### config.mk
export PLATFORM = sky130hd
export DESIGN_NAME = pdu_ctrl_pl
export DESIGN_NICKNAME = d
export VERILOG_FILES = /design/src/rtl/pdu_ctrl_pl.sv
export SDC_FILE = /design/constraint.sdc
export NUM_CORES = 1
export LEC_CHECK = 0
export ABC_CLOCK_PERIOD_IN_PS = 1970
export BUFFER_PORTS_ARGS = -buffer_cell sky130_fd_sc_hd__clkbuf_2
export CAP_MARGIN = 20
export CORE_ASPECT_RATIO = 0.5
export CORE_MARGIN = 5
export CORE_UTILIZATION = 38
export CTS_CLUSTER_DIAMETER = 30
export DETAILED_ROUTE_END_ITERATION = 7
export PLACE_DENSITY = 0.76
export SYNTH_ARGS = -nofsm -noshare
export SYNTH_HDL_FRONTEND = slang
export SYNTH_HIERARCHICAL = 1
export SYNTH_SLANG_ARGS = --single-unit
### constraint.sdc
create_clock -name clk -period 1.97 [get_ports clk]
set_clock_uncertainty 0.05 [all_clocks]
set_input_delay 0.0985 -clock clk [delete_from_list [all_inputs] [get_ports clk]]
set_output_delay 0.0985 -clock clk [all_outputs]
set_load 0.01 [all_outputs]
### src/rtl/pdu_ctrl_pl.sv
// pdu_ctrl_pl: program-debug unit for the pipelined CPU.
// Debounced run/step/valid buttons, clock-enable gating with multi-cycle step
// and PC breakpoint, memory-mapped IO registers and a scanned hex display.

// Per-input conditioner: 2-flop synchroniser followed by a stability filter.
module pdu_db #(
   parameter int DB_CYCLES = 4
) (
   input  logic clk,
   input  logic rst,
   input  logic raw,
   output logic level
);
   localparam int CW = $clog2(DB_CYCLES + 1);

   logic          s1, s2;
   logic [CW-1:0] cnt;

   // Synchronise, then accept a new level only after DB_CYCLES equal samples.
   always_ff @(posedge clk or negedge rst) begin
      if (!rst) begin
         s1    <= 1'b0;
         s2    <= 1'b0;
         cnt   <= '0;
         level <= 1'b0;
      end else begin
         s1 <= raw;
         s2 <= s1;
         if (s2 == level) begin
            cnt <= '0;
         end else if (cnt == CW'(DB_CYCLES - 1)) begin
            level <= s2;
            cnt   <= '0;
         end else begin
            cnt <= cnt + 1'b1;
         end
      end
   end
endmodule

module pdu_ctrl_pl #(
   parameter int DATA_W    = 32,
   parameter int IN_W      = 5,
   parameter int DIGITS    = 8,
   parameter int SCAN_DIV  = 16,
   parameter int DB_CYCLES = 4
) (
   input  logic                       clk,
   input  logic                       rst,
   input  logic                       run,
   input  logic                       step,
   input  logic                       valid,
   input  logic [IN_W-1:0]            in,
   input  logic [DATA_W-1:0]          pc,
   input  logic [DATA_W-1:0]          view_data,
   input  logic [7:0]                 io_addr,
   input  logic [DATA_W-1:0]          io_dout,
   input  logic                       io_we,
   output logic [DATA_W-1:0]          io_din,
   output logic                       cpu_en,
   output logic                       halted,
   output logic [1:0]                 check,
   output logic [IN_W-1:0]            out0,
   output logic [$clog2(DIGITS)-1:0]  an,
   output logic [3:0]                 seg,
   output logic                       ready
);
   localparam int AW = $clog2(DIGITS);
   localparam int SW = $clog2(SCAN_DIV + 1);

   // Conditioned levels: [0] run, [1] step, [2] valid.
   logic [2:0]        lvl;
   logic [2:1]        lvl_q;
   logic              run_f, step_p, valid_p, mode_run, brk_hit;
   logic [IN_W-1:0]   step_cnt;
   logic [DATA_W-1:0] disp_reg, brk_addr, word;
   logic [IN_W-1:0]   sw_reg;
   logic              brk_valid;
   logic [SW-1:0]     div;
   logic [DIGITS-1:0][3:0] nib;

   pdu_db #(.DB_CYCLES(DB_CYCLES)) u_db [2:0] (
      .clk   (clk),
      .rst   (rst),
      .raw   ({valid, step, run}),
      .level (lvl)
   );

   assign run_f    = lvl[0];
   assign step_p   = lvl[1] & ~lvl_q[1];
   assign valid_p  = lvl[2] & ~lvl_q[2];
   assign mode_run = run_f & ~halted;
   assign brk_hit  = brk_valid && (pc == brk_addr);

   // Delayed filtered levels for rising-edge pulse detection.
   always_ff @(posedge clk or negedge rst) begin
      if (!rst) lvl_q <= '0;
      else      lvl_q <= lvl[2:1];
   end

   // Step counter: loaded on a step pulse while paused, counts down while enabled.
   always_ff @(posedge clk or negedge rst) begin
      if (!rst)                   step_cnt <= '0;
      else if (run_f)             step_cnt <= '0;
      else if (step_cnt != '0)    step_cnt <= step_cnt - 1'b1;
      else if (step_p)            step_cnt <= (in == '0) ? IN_W'(1) : in;
   end

   // Halt latch: set by a breakpoint hit in RUN, cleared only by leaving run.
   always_ff @(posedge clk or negedge rst) begin
      if (!rst)                   halted <= 1'b0;
      else if (!run_f)            halted <= 1'b0;
      else if (brk_hit)           halted <= 1'b1;
   end

   // CPU clock enable; the breakpoint compare blocks the matching cycle itself.
   always_comb begin
      cpu_en = 1'b0;
      if (!run_f)       cpu_en = (step_cnt != '0);
      else if (!halted) cpu_en = !brk_hit;
   end

   // IO registers, switch handshake (acknowledge beats capture) and view selector.
   always_ff @(posedge clk or negedge rst) begin
      if (!rst) begin
         out0      <= '0;
         disp_reg  <= '0;
         brk_addr  <= '0;
         brk_valid <= 1'b0;
         sw_reg    <= '0;
         ready     <= 1'b0;
         check     <= '0;
      end else begin
         if (io_we && io_addr == 8'h00) out0     <= io_dout[IN_W-1:0];
         if (io_we && io_addr == 8'h08) disp_reg <= io_dout;
         if (io_we && io_addr == 8'h14) begin
            if (io_dout == '1) begin
               brk_valid <= 1'b0;
            end else begin
               brk_addr  <= io_dout;
               brk_valid <= 1'b1;
            end
         end
         if (io_we && io_addr == 8'h10) begin
            ready <= 1'b0;
         end else if (mode_run && valid_p && !ready) begin
            ready  <= 1'b1;
            sw_reg <= in;
         end
         if (!mode_run && valid_p) check <= check + 1'b1;
      end
   end

   // IO read mux, zero latency.
   always_comb begin
      io_din = '0;
      case (io_addr)
         8'h04:   io_din = {{(DATA_W-1){1'b0}}, ready};
         8'h0C:   io_din = DATA_W'(sw_reg);
         default: io_din = '0;
      endcase
   end

   // Digit scan: advance the active digit every SCAN_DIV cycles.
   always_ff @(posedge clk or negedge rst) begin
      if (!rst) begin
         div <= '0;
         an  <= '0;
      end else if (div == SW'(SCAN_DIV - 1)) begin
         div <= '0;
         an  <= (an == AW'(DIGITS - 1)) ? '0 : an + 1'b1;
      end else begin
         div <= div + 1'b1;
      end
   end

   // Shown word: software display register in RUN, debug view otherwise.
   assign word = mode_run ? disp_reg : view_data;
   assign nib  = word[4*DIGITS-1:0];
   // Blank while reset is held so the display starts dark.
   assign seg  = rst ? nib[an] : 4'h0;
endmodule
==> reports/qor.txt <==
outcome: finished, violations left
failing checks: negative setup slack
layout cell share with drive strength beyond 1: 44.8%
met2 usage: 28.3%
Peak VDD IR: 622 uV
clock power share: 28.0%
total track usage: 16.5%
gr busiest metal: met2
Lkg Pwr: 3.57 nW
share of the synthesized area in the top cell type: 50.1%
post-route cell area: 7220 sq um
Comb power frac: 28.3%
crit start category: flip-flop
worst hold slack: 0.0167 ns
PD cells: 882 nW/um^2
R2R Setup Slk: 0.20 ns
Area contributors post-synth: dfrtp_1, mux2_2, xnor2_1, buf_4, mux4_2
Port Buffers: 136
Final period util: 122%
asr flop ratio synth: 100%
Slew @ Worst Pin: 0.613 ns
routed via count: 3985
sequential fraction of the synthesis area: 50.1%
CP max FO: 9
synthesized area per cell: 13.4 sq um
Req. time, crit path: 1.82 ns
DRT antenna net count: 0
Yosys cell types: 41
Placed Area: 6520 sq um
final worst path period need: 2.40 ns
Worst-Skew Late Latency: 0.35 ns
Ys Warns: 6
fin worst setup slack: -0.434 ns
largest net degree at the start of global routing: 55
number of global-route vias before repair: 4128
Tightest Hold Check Type: in2reg
Initial DRC Count: 198
Finished Core Util: 50.1%
Cell Int Power: 4.50 mW
IO Pins: 164
commonest non-fill, non-tap cell in the layout: clkbuf_2
CTS tree: done
Post-synth EDFFs: 0
RSZ-0062 raised after global routing: true
register share of total power: 43.7%
area of the die: 17400 sq um
top_reg_cell synth: dfrtp_1
Worst setup EP type: output port
Root Buffer: clkbuf_16
CP Class: reg2out
Final Net Count: 724
wire length per cell: 17.8 microns
die height: 95.8 microns
Reg clk slew, reported paths: 0.08 ns
grt met1 use: 20.5%
Core Rows: 31
initial antenna violation count: 0
slew margin rel.: 59.1%
Via density: 4.95
post-synth top area cell: dfrtp_1
arrival time of the worst setup path: 2.26 ns
setup TNS: -1.74 ns
Mapped Area: 5590 sq um
Net Sw Frac: 29.4%
most frequent cells in the layout: clkbuf_2, dfrtp_1, mux2_2, dlygate4sd3_1, xnor2_1
number of CTS-inserted buffers: 9
H-tree depth: 3
Clock Path Buffers: 2
global route overflow: 0
Final setup viols: 5
f_max: 416 MHz
met3 Use GR: 3.70%
sw power: 1.87 mW
core box area: 14400 sq um
Syn-to-layout area delta: 29.1%
TritonRoute pass-1 iters: 4
Yosys reg bits: 112
final hold violation count: 0
final WL: 14.3 mm
Max-Cap Viols: 0
dpl hpwl: 11.0 mm
first-pass GRT wire length: 22.2 mm
Routability Congestion: 0.855
Sink Count: 112
Initial Util: 38.8%
Max Slew Vio Count: 0
post-synthesis cell count: 418
ANT cells: 0
DRC errors left: 0
Die Wd: 182 microns
[worst max-delay path, cell delays in order, from the launching register on]
cell      delay [ns]
dfrtp_1         0.42
nor2b_4         0.16
buf_12          0.15
mux4_1          0.54
mux2_2          0.30
o211a_1         0.21
clkbuf_2        0.12
[final timing paths]
kind	start	end	cells after the start
min in group asynchronous	rst	disp_reg[6]	2
max in group asynchronous	rst	u_db[0]/cnt[1]	3
min reg2reg	u_db[1]/s1	u_db[1]/s2	0
max reg2reg	step_cnt[1]	step_cnt[0]	8
min	io_dout[21]	brk_addr[21]	2
max	halted	seg[3]	6
[cell type report]
cell class              count  area [sq um]
fillers                  1247          7210
clock inverters             7          65.1
repair buffers            189          1250
inverters                   9          33.8
clock buffers               9           225
multi-input cells         281          2600
well taps                 198           248
flip-flops and latches    112          2800
[power groups by stage]
stage | logic, mW | clock network (mW) | registers [mW]
6_report | 1.80 | 1.79 | 2.78
5_1_grt | 1.99 | 1.92 | 2.82
4_1_cts | 1.82 | 1.82 | 2.79
3_5_place_dp | 1.68 | 0 | 2.82
3_3_place_gp | 1.62 | 0 | 2.80
2_1_floorplan | 1.16 | 0 | 2.79
[per-layer routing]
| layer | part of all wire [%] | wire length (microns) | vias to the layer above |
|---|---|---|---|
| li1 | - | - | 1823 |
| met1 | 41 | 5920 | 2000 |
| met2 | 50 | 7210 | 133 |
| met3 | 5.4 | 769 | 29 |
| met4 | 2.8 | 404 | 0 |
| met5 | 0 | 0 | - |
[Yosys cell counts (5+ instances only)]
library cell  instances
nand2_1               7
mux2_1                8
xnor2_1              32
buf_4                30
nor3b_1              10
mux2i_1               5
inv_1                 9
nor4_1                6
nor3_1                7
mux4_1                6
nor2b_1               5
nor2_1               17
nand4_1              16
mux2_2               78
nand3_1               6
dfrtp_1             112
ha_1                  7
mux4_2               10
xor2_1                5
[kinds of logic (layout without fill, tap and decap cells)]
family	count (synthesis)	after routing	share of synthesized area, %
flip-flops	112	112	50.1
multiplexers	107	107	25.1
AND/OR/NAND/NOR	85	85	8.99
buffers and inverters	51	214	5.93
XOR/XNOR	37	37	5.79
AO/OA/AOI/OAI	18	18	2.51
adder cells (fa/ha/maj)	7	7	1.57
other	1	27	0.0670
[what timing repair did]
item                       in CTS  in global routing
buffers inserted                2                  0
setup endpoints to repair       5                  5
hold endpoints to repair      135                  0
hold buffers                   36                  0
resized for setup              11                  1
pin swaps                       7                  0
[metrics by stage]
stage / worst slack (ns) / total power [mW] / std cells
2_1_floorplan: 0.0242 / 3.95 / 444
3_3_place_gp: -0.0261 / 4.43 / 751
3_5_place_dp: -0.0665 / 4.49 / 751
4_1_cts: -0.440 / 6.43 / 805
5_1_grt: -0.509 / 6.74 / 805
6_report: -0.434 / 6.37 / 805
No activity file was read; power rests on OpenSTA's default activity.
